[src/rtl/calendar_pkg.sv]
// rtl/calendar_pkg.sv - shared calendar constants, field codes and sequencer states
package calendar_pkg;

    localparam logic [5:0] JAN = 6'd0;
    localparam logic [5:0] FEB = 6'd1;
    localparam logic [5:0] MAR = 6'd2;
    localparam logic [5:0] APR = 6'd3;
    localparam logic [5:0] MAY = 6'd4;
    localparam logic [5:0] JUN = 6'd5;
    localparam logic [5:0] JUL = 6'd6;
    localparam logic [5:0] AUG = 6'd7;
    localparam logic [5:0] SEP = 6'd8;
    localparam logic [5:0] OCT = 6'd9;
    localparam logic [5:0] NOV = 6'd10;
    localparam logic [5:0] DEC = 6'd11;

    localparam logic [5:0] DAYS_IN_MONTH [12] = '{
        6'd31, 6'd28, 6'd31, 6'd30, 6'd31, 6'd30,
        6'd31, 6'd31, 6'd30, 6'd31, 6'd30, 6'd31
    };

    localparam logic [1:0] FLD_DAY   = 2'd0;
    localparam logic [1:0] FLD_MONTH = 2'd1;
    localparam logic [1:0] FLD_YEAR  = 2'd2;
    localparam logic [1:0] FLD_NONE  = 2'd3;

    typedef enum logic [1:0] {RUN, SET, CLAMP, APPLY} state_t;

endpackage

[src/rtl/calendar_month_len.sv]
// rtl/calendar_month_len.sv - combinational month length lookup with leap February
module calendar_month_len
    import calendar_pkg::*;
(
    input  logic [5:0] month,
    input  logic       leap,
    output logic [5:0] dim
);

    always_comb begin
        dim = 6'd31;
        if (month < 6'd12) begin
            dim = DAYS_IN_MONTH[month[3:0]];
        end
        if (month == FEB && leap) begin
            dim = 6'd29;
        end
    end

endmodule

[src/rtl/calendar_sequencer.sv]
// rtl/calendar_sequencer.sv - day/month/year registers with tick/edit arbitration
module calendar_sequencer
    import calendar_pkg::*;
#(
    parameter int YEAR_W      = 7,
    parameter int YEAR_MAX    = 99,
    parameter int RESET_DAY   = 1,
    parameter int RESET_MONTH = 0,
    parameter int RESET_YEAR  = 18
) (
    input  logic              clk,
    input  logic              reset,
    input  logic              day_tick,
    input  logic              set_mode,
    input  logic [1:0]        set_field,
    input  logic              set_inc,
    input  logic              set_dec,
    output logic [5:0]        day,
    output logic [5:0]        month,
    output logic [YEAR_W-1:0] year,
    output logic              month_increment,
    output logic              year_increment,
    output logic              day_reset,
    output logic              in_set,
    output logic              tick_lost
);

    localparam logic [YEAR_W-1:0] YMAX = YEAR_W'(YEAR_MAX);

    typedef struct packed {
        logic [5:0]        day;
        logic [5:0]        month;
        logic [YEAR_W-1:0] year;
        logic              day_reset;
        logic              month_inc;
        logic              year_inc;
    } tick_t;

    function automatic tick_t do_tick(input logic [5:0] d, input logic [5:0] m,
                                      input logic [YEAR_W-1:0] y, input logic [5:0] len);
        tick_t t;
        t.day       = d + 6'd1;
        t.month     = m;
        t.year      = y;
        t.day_reset = 1'b0;
        t.month_inc = 1'b0;
        t.year_inc  = 1'b0;
        if (d >= len) begin
            t.day       = 6'd1;
            t.day_reset = 1'b1;
            t.month_inc = 1'b1;
            if (m >= DEC) begin
                t.month    = JAN;
                t.year_inc = 1'b1;
                t.year     = (y >= YMAX) ? '0 : y + YEAR_W'(1);
            end else begin
                t.month = m + 6'd1;
            end
        end
        return t;
    endfunction

    state_t            state, state_n;
    logic              pending, pending_n, lost_n;
    logic [5:0]        day_n, month_n, dim;
    logic [YEAR_W-1:0] year_n;
    logic              dr_n, mi_n, yi_n;
    tick_t             tk;

    calendar_month_len u_month_len (
        .month (month),
        .leap  (year[1:0] == 2'b00),
        .dim   (dim)
    );

    always_comb begin
        tk        = do_tick(day, month, year, dim);
        state_n   = state;
        pending_n = pending;
        lost_n    = tick_lost;
        day_n     = day;
        month_n   = month;
        year_n    = year;
        dr_n      = 1'b0;
        mi_n      = 1'b0;
        yi_n      = 1'b0;

        // Ticks are banked while editing; a second one in the same session is lost.
        if (state != RUN && state != APPLY && day_tick) begin
            pending_n = 1'b1;
            if (pending) lost_n = 1'b1;
        end

        case (state)
            RUN: begin
                if (set_mode) begin
                    state_n   = SET;
                    pending_n = pending | day_tick;
                    if (pending && day_tick) lost_n = 1'b1;
                end else if (day_tick || pending) begin
                    {day_n, month_n, year_n, dr_n, mi_n, yi_n} = tk;
                    pending_n = pending & day_tick;
                end
            end
            SET: begin
                if (!set_mode) begin
                    state_n = (pending || day_tick) ? APPLY : RUN;
                end else if (set_inc ^ set_dec) begin
                    case (set_field)
                        FLD_DAY: begin
                            if (set_inc) day_n = (day >= dim) ? 6'd1 : day + 6'd1;
                            else         day_n = (day <= 6'd1) ? dim : day - 6'd1;
                        end
                        FLD_MONTH: begin
                            if (set_inc) month_n = (month >= DEC) ? JAN : month + 6'd1;
                            else         month_n = (month == JAN) ? DEC : month - 6'd1;
                            state_n = CLAMP;
                        end
                        FLD_YEAR: begin
                            if (set_inc) year_n = (year >= YMAX) ? '0 : year + YEAR_W'(1);
                            else         year_n = (year == '0) ? YMAX : year - YEAR_W'(1);
                            state_n = CLAMP;
                        end
                        default: ;
                    endcase
                end
            end
            CLAMP: begin
                if (day > dim) day_n = dim;
                state_n = SET;
            end
            APPLY: begin
                {day_n, month_n, year_n, dr_n, mi_n, yi_n} = tk;
                pending_n = day_tick;
                state_n   = RUN;
            end
            default: state_n = RUN;
        endcase
    end

    always_ff @(posedge clk or negedge reset) begin
        if (!reset) begin
            state           <= RUN;
            pending         <= 1'b0;
            tick_lost       <= 1'b0;
            day             <= 6'(RESET_DAY);
            month           <= 6'(RESET_MONTH);
            year            <= YEAR_W'(RESET_YEAR);
            day_reset       <= 1'b0;
            month_increment <= 1'b0;
            year_increment  <= 1'b0;
            in_set          <= 1'b0;
        end else begin
            state           <= state_n;
            pending         <= pending_n;
            tick_lost       <= lost_n;
            day             <= day_n;
            month           <= month_n;
            year            <= year_n;
            day_reset       <= dr_n;
            month_increment <= mi_n;
            year_increment  <= yi_n;
            in_set          <= (state_n == SET) || (state_n == CLAMP);
        end
    end

endmodule

[config.mk]
export PLATFORM = sky130hd
export DESIGN_NAME = calendar_sequencer
export DESIGN_NICKNAME = d
export VERILOG_FILES = /design/src/rtl/calendar_pkg.sv /design/src/rtl/calendar_month_len.sv /design/src/rtl/calendar_sequencer.sv
export SDC_FILE = /design/constraint.sdc
export NUM_CORES = 1
export LEC_CHECK = 0
export ABC_AREA = 1
export CAP_MARGIN = 5
export CORE_MARGIN = 8
export CORE_UTILIZATION = 55
export CTS_BUF_LIST = sky130_fd_sc_hd__clkbuf_8
export CTS_CLUSTER_SIZE = 40
export DETAILED_ROUTE_END_ITERATION = 8
export PLACE_DENSITY = 0.84
export SETUP_SLACK_MARGIN = 0.3
export SLEW_MARGIN = 20
export SYNTH_ARGS = -nofsm -noshare
export SYNTH_HDL_FRONTEND = slang
export SYNTH_SLANG_ARGS = --single-unit
[constraint.sdc]
create_clock -name clk -period 4.5 [get_ports clk]
set_clock_uncertainty 0.05 [all_clocks]
set_input_delay 0.45 -clock clk [delete_from_list [all_inputs] [get_ports clk]]
set_output_delay 0.45 -clock clk [all_outputs]
set_load 0.05 [all_outputs]
# After elaboration in Yosys (flattened, before gate mapping)
# Memories as Yosys holds them, arrays and structs flattened.
# Cells that the tools add are included.
totals:
  wordCells: 121
  ff_bits: 27
  in_bits: 8
  mem_count: 1
  mem_bits_ro: 96
  out_inout_bits: 24
mem_list:
  columns: ["name", "depth", "word_bits", "read_ports", "rd_clocked_by_memory_dff", "write_ports", "line_no", "text"]
  rows:
  - ["(no name shown)", 16, 6, 1, 0, 0, "calendar_month_len.sv:13", "dim = DAYS_IN_MONTH[month[3:0]];"]
op_classes:
  bitwise_logic: 4
  mux: 59
  reduce_logical: 17
  n_eq_ne: 17
  magnitude_cmp: 7
  n_addsub: 6
ops:
  columns: ["op", "n"]
  rows:
  - ["two-way mux 6 bit", 21]
  - ["two-way mux 7 bit", 9]
  - ["one-hot mux 6 bit (4 select lines)", 1]
  - ["two-way mux 22 bit", 1]
  - ["one-hot mux 7 bit (3 select lines)", 1]
  - ["one-hot mux 6 bit (3 select lines)", 1]
  - ["AND reduction 6 bit", 3]
  - ["two-way mux 1 bit", 15]
  - ["!= test 2 bit, second input constant", 7]
  - ["adder 6 x 1 -> 6 bit, second input constant", 2]
  - ["subtractor 6 x 1 -> 6 bit, second input constant", 2]
  - ["two-way mux 2 bit", 5]
  - ["equality test 2 bit, second input constant", 4]
  - ["one-hot mux 1 bit (2 select lines)", 4]
  - ["one-hot mux 2 bit (4 select lines)", 1]
  - ["adder 7 x 1 -> 7 bit, second input constant", 1]
  - ["greater-or-equal comparator 7 bit, second input constant", 1]
  - ["zero test 7 bit", 1]
  - ["subtractor 7 x 1 -> 7 bit, second input constant", 1]
  - ["equality test 2 x 1 -> 1 bit, second input constant", 3]
  - ["equality test 6 x 1 -> 1 bit, second input constant", 1]
  - ["greater-or-equal comparator 6 x 4 -> 1 bit, second input constant", 1]
  - ["greater-or-equal comparator 6 bit", 1]
  - ["greater-than comparator 6 bit", 1]
  - ["15 further kinds", 22]

# Longest topological paths before layout
# Gate-level depths: netlist of the first run.
depth:
  ltp_word: 13
  depth_mapped: 17
  ltp_nobuf: 17

# By module
# A second synthesis of the first run with hierarchy kept.
unflattened:
  cells_unflattened: 415
  area_unflattened_um2: 2676.3
modules_own_cells:
  columns: ["mod", "area_per_inst_um2", "cells_each", "n_inst", "seq_area_each_um2"]
  rows:
  - ["calendar_sequencer", 2576.2, 395, 1, 654.4]
  - ["calendar_month_len", 100.1, 20, 1, 0.0]

# Worst setup path before layout of the first run
# Ideal clock, no wire load.
synth_timing:
  kind: "register -> register"
  startpoint: "reg month[1]"
  endpoint: "reg year[2]"
  path_stages_with_launch: 15
  path_buffers: 1
  period_less_slack_ns: 2.516
  arrival_time_ns: 2.347
  setup_time_ns: 0.119
  path_slack_ns: 1.984
  cell_sequence: "dfrtp_1 > inv_1 > ha_1 > nor2_1 > o22ai_1 > nand3_1 > ha_1 > nand2_1 > inv_1 > nand2_2 > nand4_2 > nand3b_4 > buf_6 > nand2_1 > o21a_1"
synth_between:
  elab_chain_cells: 11
synth_lines:
  columns: ["item", "line_no", "text"]
  rows:
  - ["start: declaration", "calendar_sequencer.sv:19", "output logic [5:0] month,"]
  - ["start signal: assignment", "calendar_sequencer.sv:147", "month <= 6'(RESET_MONTH);"]
  - ["start signal: assignment", "calendar_sequencer.sv:158", "month <= month_n;"]
  - ["NOT 4 -> 5 bit (not written as such)", "calendar_month_len.sv:13", null]
  - ["memory read (16 x 6 bit)", null, null]
  - ["two-way mux 6 bit (not written as such) (2 in a row)", "calendar_month_len.sv:13", null]
  - ["two-way mux 6 bit", "calendar_month_len.sv:12", "if (month < 6'd12) begin"]
  - ["two-way mux 6 bit", "calendar_month_len.sv:15", "if (month == FEB && leap) begin"]
  - ["greater-or-equal comparator 6 bit", "calendar_sequencer.sv:48", "if (d >= len) begin"]
  - ["two-way mux 22 bit *", "calendar_sequencer.sv:48", null]
  - ["two-way mux 7 bit", "calendar_sequencer.sv:100", "end else if (day_tick || pending) begin"]
  - ["two-way mux 7 bit", "calendar_sequencer.sv:96", "if (set_mode) begin"]
  - ["one-hot mux 7 bit (3 select lines) *", "calendar_sequencer.sv:94", "case (state)"]
  - ["end signal: assignment", "calendar_sequencer.sv:148", "year <= YEAR_W'(RESET_YEAR);"]
  - ["end signal: assignment", "calendar_sequencer.sv:159", "year <= year_n;"]
  - ["end: declaration", "calendar_sequencer.sv:20", "output logic [YEAR_W-1:0] year,"]
# Mark *: on every way between the ends. The rest lies on a longest branch, timed or not. The select of a mux whose other input is x is not followed.
# A chain may end at the register's enable or synchronous reset.

# Worst setup path after layout of the first run
layout_timing:
  startpoint: "reg month[4]"
  endpoint: "reg month[0]"
layout_between:
  elab_chain_cells: 8
layout_lines:
  columns: ["item", "line_no"]
  rows:
  - ["less-than comparator 6 x 4 -> 1 bit / equality test 6 x 1 -> 1 bit (equally long branches)", "calendar_month_len.sv:12, calendar_month_len.sv:15"]
  - ["two-way mux 6 bit / logical AND 1 bit (equally long branches)", "calendar_month_len.sv:12, calendar_month_len.sv:15"]
  - ["two-way mux 6 bit", "calendar_month_len.sv:15"]
  - ["greater-or-equal comparator 6 bit", "calendar_sequencer.sv:48"]
  - ["two-way mux 22 bit", "calendar_sequencer.sv:48"]
  - ["two-way mux 6 bit", "calendar_sequencer.sv:100"]
  - ["two-way mux 6 bit", "calendar_sequencer.sv:96"]
  - ["one-hot mux 6 bit (3 select lines) *", "calendar_sequencer.sv:94"]
# Marked as above.

==> impl_metrics.toml, run 1 <==
[setup_path]
ff2ff_path_depth = 14
cp_max_fo = 9
critPathTopFamily = "simple AND/OR/NAND/NOR gates"
startpoint = "month[4]"
cp_slowest_stage_delay_ns = 0.43
crit_type = "flip-flop to flip-flop"
r2r_end = "month[0]"
startpoint_type = "flip-flop"
cp-endpoint = "month[0]"
crit_cells = 14
r2r_start = "month[4]"
arrival_ns = 2.70
worst-path-buf-inv = 3
reg2reg_slack_ns = 1.97
worstPathRequired_ns = 4.67
crit_chain = "nor2_1 -> inv_1 -> a21oi_1 -> nand3_1 -> ha_1 -> nand2_1 -> inv_1 -> nand2_2 -> nand4_2 -> nand2_2 -> nor2_4 -> inv_2 -> nand2_1 -> o21ai_1"
cp-end-kind = "flip-flop"
slowest_stage = "dfrtp_1"

[routing]
vias = 2547
routed_via_density = 5.48
drc = 0
first_pass_iters = 5
drt_iter0_drc = 231
ant_nets = 0
wl_per_cell_um = 13.2
drt-total-wl_um = 6120

[power_and_ir_drop]
clock_power_share_pct = 7.1
p_sw_share_pct = 57.6
p_leak_nw = 1.53
p_int_w = 0.000963
power.switching_w = 0.00131
vdd_ir_drop_max_mv = 0.413
combinationalPowerShare_pct = 71.4
p_seq_share_pct = 21.5
power.density_nw_per_um2 = 791

[cts]
htreeDepth = 1
cts_buffers = 3
cts.sinks = 26
cts_resized = 0
clockBufferDepth = 2
cts_tree = "yes"
cts.clk_slew.worst_paths_ns = 0.10
clock_latency_ns = 0.28
cts_hold_buf = 0
cts_setup_buffers = 0
cts-root-buf = "clkbuf_8"

[floorplanning]
core_area_um2 = 4350
rows = 24
initial_core_util_pct = 57.1
die-height_um = 83.3
io_pins = 32
die_area_um2 = 6930
die_w_um = 83.3

[synth]
ys_types = 35
yosysWarnings = 0
synth_nets = 412
synthCells = 385
ys_seq_elements = 26
yosysSeqAreaShare_pct = 26.3
avgSynthCellArea_um2 = 6.46
ys.flop_type = "dfrtp_1"
syn_area_um2 = 2490
synthArstFlopShare_pct = 100
yosys.area.top_type = "dfrtp_1"
synth_top_area_share_pct = 23.1
synth_area_leaders = "dfrtp_1 23%, nand2_1 18%, ha_1 9.6%"
synth_edf_count = 0

[status]
outcome = "complete, no violations"

[timing]
period_share_pct = 56.3
rsz0062_at_grt = "no"
slew_headroom_pct = 64.8
setup-violations-final = 0
hold_viol = 0
worst_slew_pin_slew_ns = 0.527
finalMaxSlewViolations = 0
clock.fmax_mhz = 395
period_needed_ns = 2.53
final.setup.tns_ns = 0

[global_route]
grt_max_degree = 27
overflow = 0
grt_pass1_vias = 2362
gr-usage-all-layers_pct = 17.3
grt_pass1_wl_um = 10400
antenna_found_initial = 0

[hold_path]
whs_path_depth = 1
hold_path_class = "flip-flop to flip-flop"

[finish]
multi_input_area_um2 = 1560
final_common_cell = "nand2_1"
nFillCells = 390
regArea_um2 = 654
nets = 441
final_cell_mix = "118 x nand2_1, 53 x inv_1, 45 x nor2_1, 32 x nand3_1, 31 x clkdlybuf4s50_1"
area_growth_pct = 15.4
diodes = 0
final_util_pct = 65.9
drive_gt1_share_pct = 6.05

[place]
gp_congestion = 0.956
place.port_buffers = 31
dp_hpwl_um = 4510

[flow_run]
cap_violations = 0
-- registers in the layout, indices dropped and copies added (netlist names) --
| name | flops |
|---|---|
| state | 2 |
| day | 6 |
| year_increment | 1 |
| tick_lost | 1 |
| year | 7 |
| in_set | 1 |
| month | 6 |
| pending | 1 |
| day_reset | 1 |
-- cell usage after synthesis (3+ instances only) --
library cell / count
dfrtp_1: 23
nand3_1: 32
nor2_1: 45
a21oi_1: 12
xor2_1: 12
nand2_1: 118
o22ai_1: 3
nor2_4: 3
o21ai_1: 6
xnor2_1: 4
o21ai_0: 12
nand4_1: 9
dfstp_2: 3
buf_4: 4
inv_1: 53
inv_2: 4
ha_1: 19
-- routing by layer --
| metal | vias up | wire [µm] | track usage [%] |
|---|---|---|---|
| met5 | - | 0 | 0 |
| met4 | 0 | 63 | 6.23 |
| met3 | 9 | 487 | 3.22 |
| met2 | 99 | 2790 | 28.6 |
| met1 | 1171 | 2780 | 21.8 |
| li1 | 1268 | - | - |
-- power by group through the flow --
stage	logic [W]	clock network [W]	registers (W)
after floorplan	0.00101	0	0.000698
after global placement	0.00157	0	0.000485
after detailed placement	0.00160	0	0.000489
after CTS	0.00161	0.000163	0.000485
after global routing	0.00179	0.000173	0.000504
final	0.00162	0.000161	0.000487
-- kinds of logic (layout without fill, tap and decap cells) --
family	Yosys count	count (layout)	synth area share [%]
simple gates	219	219	38.8
flops	26	26	26.3
buf+inv	66	94	11.1
compound gates	39	39	8.65
fa+ha+maj	19	19	9.56
xor+xnor	16	16	5.63
-- per-stage QoR --
step,hold slack (ns),cells,setup slack [ns],total power [W],area (µm²)
after floorplan,0.104,385,1.98,0.00171,2490
after global placement,0.412,461,2.10,0.00205,2820
after detailed placement,0.415,461,2.04,0.00209,2820
after CTS,0.437,465,2.01,0.00226,2870
after global routing,0.464,465,1.73,0.00247,2870
final,0.435,465,1.97,0.00227,2870
-- worst register-to-register path, stage by stage, from the launching register on --
cell,delay [ns]
dfrtp_1,0.43
nor2_1,0.37
inv_1,0.13
a21oi_1,0.14
nand3_1,0.12
ha_1,0.29
nand2_1,0.10
inv_1,0.06
nand2_2,0.09
nand4_2,0.20
nand2_2,0.15
nor2_4,0.05
inv_2,0.15
nand2_1,0.07
o21ai_1,0.07
-- cell type report --
| cell class | count | share of cell area (%) |
|---|---|---|
| Sequential cell | 26 | 22.8 |
| Tap cell | 52 | 2.27 |
| Multi-Input combinational cell | 293 | 54.3 |
| Timing Repair Buffer | 32 | 11.1 |
| Clock buffer | 4 | 1.92 |
| Inverter | 58 | 7.67 |
-- worst min-delay path by stage --
stage	startpoint	end	slack [ns]
after floorplan	reset	day[1]	0.10
after CTS	tick_lost	tick_lost	0.44
after global placement	tick_lost	tick_lost	0.41
after detailed placement	tick_lost	tick_lost	0.42
final	tick_lost	tick_lost	0.44
after global routing	tick_lost	tick_lost	0.46
(Power assumes the default switching activity.)
==> inputs of run 2 (changes only) <==
--- a/config.mk
+++ b/config.mk
@@ -8,7 +8,7 @@
 export ABC_AREA = 1
 export CAP_MARGIN = 5
 export CORE_MARGIN = 8
-export CORE_UTILIZATION = 55
+export CORE_UTILIZATION = 52
 export CTS_BUF_LIST = sky130_fd_sc_hd__clkbuf_8
 export CTS_CLUSTER_SIZE = 40
 export DETAILED_ROUTE_END_ITERATION = 8
==> constraint.sdc (replaced) <==
create_clock -name clk -period 2.2 [get_ports clk]
set_clock_uncertainty 0.05 [all_clocks]
set_input_delay 0.22 -clock clk [delete_from_list [all_inputs] [get_ports clk]]
set_output_delay 0.22 -clock clk [all_outputs]
set_load 0.05 [all_outputs]
==> run 2 against run 1 <==
  * The flow now finishes with violations (negative setup slack)
  * Global-route usage is 2.6 points higher
  * Design area is 20% higher
  * Non-clock buffer count is 30 higher
  * Critical path depth is 2 higher
  * Largest power group unchanged
  * Fmax is 7.6% higher
  * Count of clock-buffer cells in the layout is 1 lower
  * Largest cell class unchanged
  * Hold slack worse by 0.18 ns
  * Via count is 16% higher
  * Sequential share of layout area is 3.5 points lower
  * Combinational power grew to 2.9 times the previous value
==> impl_metrics.toml, run 2 (same netlist as run 1, synthesis figures left out) <==
[finish]
largest_reg_flops = 7
diodes = 0
nets = 474
final_common_cell = "nand2_1"
drive_gt1_share_pct = 24.2
final_cell_mix = "108 x nand2_1, 47 x inv_1, 35 x nor2_1, 29 x nand3_1, 28 x buf_4"
area_growth_pct = 38.9
reg_top3 = "year: 7 flops, day: 6 flops, month: 6 flops"
nFillCells = 309
regMostFlops = "year"

[hold_path]
hold_path_class = "input pin to async pin"

[setup_path]
cp-end-kind = "flip-flop"
r2r_start = "month[4]"
crit_chain = "nor2_2 -> inv_1 -> a21oi_1 -> nand3_4 -> ha_4 -> nand2_4 -> inv_2 -> nand2_4 -> buf_6 -> nand3_4 -> nand2_2 -> inv_2 -> nand2_1 -> nand3_1 -> nand2_1 -> nand2_1"
arrival_ns = 2.49
cp_slowest_stage_delay_ns = 0.42
slowest_stage = "dfrtp_2"
reg2reg_slack_ns = -0.15
ff2ff_path_depth = 16
worstPathRequired_ns = 2.34
worst-path-buf-inv = 4
r2r_end = "year[6]"
cp_max_fo = 5
crit_type = "flip-flop to flip-flop"
critPathTopFamily = "simple AND/OR/NAND/NOR gates"
startpoint_type = "flip-flop"
crit_top_cell = "nand2_1"

[global_route]
grt_max_degree = 27
grt_pass1_wl_um = 12000
gr-usage-all-layers_pct = 19.9
antenna_found_initial = 0
overflow = 0
grt_pass1_vias = 2654

[power_and_ir_drop]
p_sw_share_pct = 56.1
vdd_ir_drop_max_mv = 0.826
power.density_nw_per_um2 = 1760
power.switching_w = 0.00341
clock_power_share_pct = 6.9
p_seq_share_pct = 16.4
p_int_w = 0.00267
finalPower_w = 0.00608
combinationalPowerShare_pct = 76.8
p_leak_nw = 1.83

[timing]
final.setup.tns_ns = -1.44
hold_viol = 0
rsz0062_at_grt = "yes"
slew_headroom_pct = 62.1
period_share_pct = 107
clock.fmax_mhz = 425
setup-violations-final = 19
finalMaxSlewViolations = 0
worst_slew_pin_slew_ns = 0.569
period_needed_ns = 2.35
setup_ws_ns = -0.153

[cts]
clock_latency_ns = 0.29
cts.clk_slew.worst_paths_ns = 0.11
clockBufferDepth = 2
cts.sinks = 26
htreeDepth = 1
cts-root-buf = "clkbuf_8"
cts_buffers = 3
cts_tree = "yes"

[routing]
first_pass_iters = 6
drc = 0
vias = 2944
drt_iter0_drc = 401
wl_per_cell_um = 16.8
drt-total-wl_um = 8380
ant_nets = 0
routed_via_density = 5.89

[floorplanning]
initial_core_util_pct = 53.4
io_pins = 32
die_w_um = 85.2
die-height_um = 85.2
core_area_um2 = 4660
die_area_um2 = 7250
rows = 25

[flow_run]
cap_violations = 0

[status]
outcome = "finished with violations"
violations = "negative setup slack"

[place]
place.port_buffers = 31
gp_congestion = 0.906
dp_hpwl_um = 4840
==> run 2: cell types whose count changed in the layout (fill, tap and decap cells not counted), sizes merged <==
cell / before / now
buf: 1 / 31
dlygate4sd2: 0 / 9
bufinv: 0 / 1
nand3b: 2 / 3
clkdlybuf4s50: 31 / 16
dlymetal6s2s: 0 / 6
clkbuf: 4 / 3
nand3: 34 / 36
==> run 2: repair_timing <==
| item | in CTS | in global routing |
|---|---|---|
| gates cloned | 2 | 1 |
| resized for setup | 30 | 40 |
| hold buffers | 0 | 0 |
| pin swaps | 12 | 27 |
| endpoints found under the setup margin | 30 | 26 |
| setup buffers | 10 | 6 |
==> run 2: final cells by class <==
cell class              count  area, µm²  area share, %
repair buffers             62        558           16.1
well taps                  54       67.6           1.96
multi-input cells         296       1870           54.0
clock buffers               3       41.3           1.19
inverters                  58        225           6.52
clock inverters             1       30.0          0.869
flip-flops and latches     26        667           19.3
==> run 2: routing by layer <==
layer	vias to the layer above	global-route usage (%)	share of wire, %
met5	-	0	0
met4	0	9.55	4.4
met3	45	3.38	8.6
met2	202	34.2	47
met1	1356	23.5	40
li1	1341	-	-
==> run 2: power groups by stage <==
stage | Sequential, W | Combinational, W | Clock (W)
floorplan | 0.00146 | 0.00218 | 0
global placement | 0.000968 | 0.00351 | 0
detailed placement | 0.000975 | 0.00359 | 0
CTS | 0.000971 | 0.00395 | 0.000417
global route | 0.00102 | 0.00500 | 0.000431
finish | 0.000995 | 0.00467 | 0.000417
==> run 2: how the worst max path moves through the flow <==
stage	start	endpoint	slack (ns)	cells past startpoint
floorplan	year[1]	year[2]	-0.01	13
global placement	year[1]	month[3]	0.01	15
detailed placement	year[1]	month[3]	-0.06	15
CTS	year[1]	month[5]	0.02	14
global route	month[4]	day[0]	-0.21	14
finish	month[4]	year[6]	-0.15	16
==> run 2: per-stage QoR <==
step                      instance area [µm²]  hold WS, ns  setup slack [ns]  cells  utilization (%)
final                                    3460        0.250            -0.153    500             74.1
after global routing                     3460        0.280            -0.213    500             74.1
after CTS                                3240        0.258            0.0194    493             69.4
after detailed placement                 3000        0.422           -0.0571    477             64.3
after global placement                   3000        0.412            0.0144    477             64.3
after floorplan                          2570       -0.126           -0.0118    385                -
==> inputs of run 3 (changes only) <==
--- a/config.mk
+++ b/config.mk
@@ -12,8 +12,9 @@
 export CTS_BUF_LIST = sky130_fd_sc_hd__clkbuf_8
 export CTS_CLUSTER_SIZE = 40
 export DETAILED_ROUTE_END_ITERATION = 8
+export HOLD_SLACK_MARGIN = 0.08
 export PLACE_DENSITY = 0.84
-export SETUP_SLACK_MARGIN = 0.3
+export SETUP_SLACK_MARGIN = 0.5
 export SLEW_MARGIN = 20
 export SYNTH_ARGS = -nofsm -noshare
 export SYNTH_HDL_FRONTEND = slang
==> run 3 against run 2 <==
  * The run still ends with negative setup slack left
  * Critical path depth stayed put
  * Largest cell class unchanged
  * Combinational power is 1% lower
  * Critical endpoint unchanged
  * Fmax is 0.56% higher
  * Global-route usage is essentially flat
  * Design area decreased by 1.2%
  * Sequential power barely moved
  * Total power decreased by 1.2%
  * Sequential share of layout area up 0.23 points
==> impl_metrics.toml, run 3 (same netlist as run 1, synthesis figures left out) <==
[timing]
final.setup.tns_ns = -1.43
setup-violations-final = 20
fin_hold_ws_ns = 0.240
slew_headroom_pct = 62.3
period_needed_ns = 2.34
finalMaxSlewViolations = 0
setup_ws_ns = -0.140
hold_viol = 0
worst_slew_pin_slew_ns = 0.564
clock.fmax_mhz = 427
rsz0062_at_grt = "yes"
period_share_pct = 106

[place]
place.port_buffers = 31
dpl_cell_area_um2 = 3000
dp_hpwl_um = 4840
gp_congestion = 0.906

[setup_path]
cp_max_fo = 5
cp_slowest_stage_delay_ns = 0.42
crit_chain = "nor2_2 -> inv_1 -> a21oi_1 -> nand3_4 -> ha_4 -> nand2_4 -> inv_2 -> nand2_4 -> buf_6 -> nand3_4 -> nand2_2 -> inv_2 -> nand2_1 -> nand3_1 -> nand2_1 -> nand2_1"
startpoint_type = "flip-flop"
cp-end-kind = "flip-flop"
slowest_stage = "dfrtp_2"
crit_top_cell = "nand2_1"
worstPathRequired_ns = 2.34
crit_type = "flip-flop to flip-flop"
arrival_ns = 2.48

[routing]
drt_iter0_drc = 374
ant_nets = 0
drc = 0
first_pass_iters = 5
vias = 2934
wl_per_cell_um = 16.6
routed_via_density = 5.87
drt-total-wl_um = 8280

[finish]
nets = 474
reg_top3 = "year: 7 flops, day: 6 flops, month: 6 flops"
drive_gt1_share_pct = 25.6
final_cell_mix = "108 x nand2_1, 47 x inv_1, 35 x nor2_1, 29 x nand3_1, 28 x buf_4"
final_common_cell = "nand2_1"
regMostFlops = "year"
fin_area_um2 = 3420
largest_reg_flops = 7
area_growth_pct = 37.3
final_util_pct = 73.3
diodes = 0

[floorplanning]
die_w_um = 85.2
core_area_um2 = 4660
io_pins = 32
die_area_um2 = 7250
initial_core_util_pct = 53.4
die-height_um = 85.2
rows = 25

[cts]
cts-root-buf = "clkbuf_8"
clock_latency_ns = 0.29
cts.clk_slew.worst_paths_ns = 0.11
cts.sinks = 26
cts_buffers = 3
clockBufferDepth = 2
htreeDepth = 1
cts_hold_buf = 0
cts_tree = "yes"

[hold_path]
hold_path_class = "input pin to async pin"

[status]
violations = "negative setup slack"
outcome = "finished with violations"

[global_route]
grt_pass1_wl_um = 12000
grt_pass1_vias = 2645
gr-usage-all-layers_pct = 20.0
antenna_found_initial = 0
grt_max_degree = 27
overflow = 0

[power_and_ir_drop]
power.density_nw_per_um2 = 1760
vdd_ir_drop_max_mv = 0.810
p_leak_nw = 1.81

[flow_run]
cap_violations = 0
## run 3: routing by layer
layer	track usage (%)	part of all wire, %	vias to the layer above
met5	0	0	-
met4	9.39	5.3	0
met3	3.38	9.0	57
met2	34.2	47	209
met1	23.6	39	1325
li1	-	-	1343
## run 3: cell type report
class / instances / area, µm²
fillers: 314 / 1240
clock inverters: 1 / 30.0
repair buffers: 62 / 515
inverters: 58 / 225
clock buffers: 3 / 41.3
flip-flops and latches: 26 / 667
multi-input cells: 296 / 1870
well taps: 54 / 67.6
## run 3: critical path, delay by kind of cell, from the launching register on
kind | cells | cell delay (ns)
AND/OR/NAND/NOR | 10 | 0.95
AO/OA/AOI/OAI | 1 | 0.24
flip-flops | 1 | 0.42
buffers and inverters | 4 | 0.30
adder cells (fa/ha/maj) | 1 | 0.26
## run 3: what timing repair did
item	4_1_cts	5_1_grt
resized for setup	50	42
setup endpoints to repair	42	29
pin swaps	12	27
cloned	2	1
buffers inserted	10	6
## run 3: worst paths after layout
path,cells past startpoint,slack [ns],to,from
min in group clk,1,0.43,tick_lost,tick_lost
worst max register to register,16,-0.14,year[6],month[4]
max in group asynchronous,2,1.55,year[4],reset
worst min-delay path,2,0.24,month[1],reset
worst max-delay path,16,-0.14,year[6],month[4]
worst min register to register,1,0.43,tick_lost,tick_lost
## run 3: metrics by stage
stage	setup WS [ns]	instances	total power, W
2_1_floorplan	-0.0118	385	0.00364
3_3_place_gp	0.0144	477	0.00448
3_5_place_dp	-0.0571	477	0.00457
4_1_cts	0.0194	493	0.00529
5_1_grt	-0.215	500	0.00639
6_report	-0.140	500	0.00601
## run 3: where the power goes
part	switching (W)	leakage, nW	internal, W
combinational	0.00292	1.46	0.00168
clock	0.000174	0.0357	0.000244
sequential	0.000295	0.306	0.000698
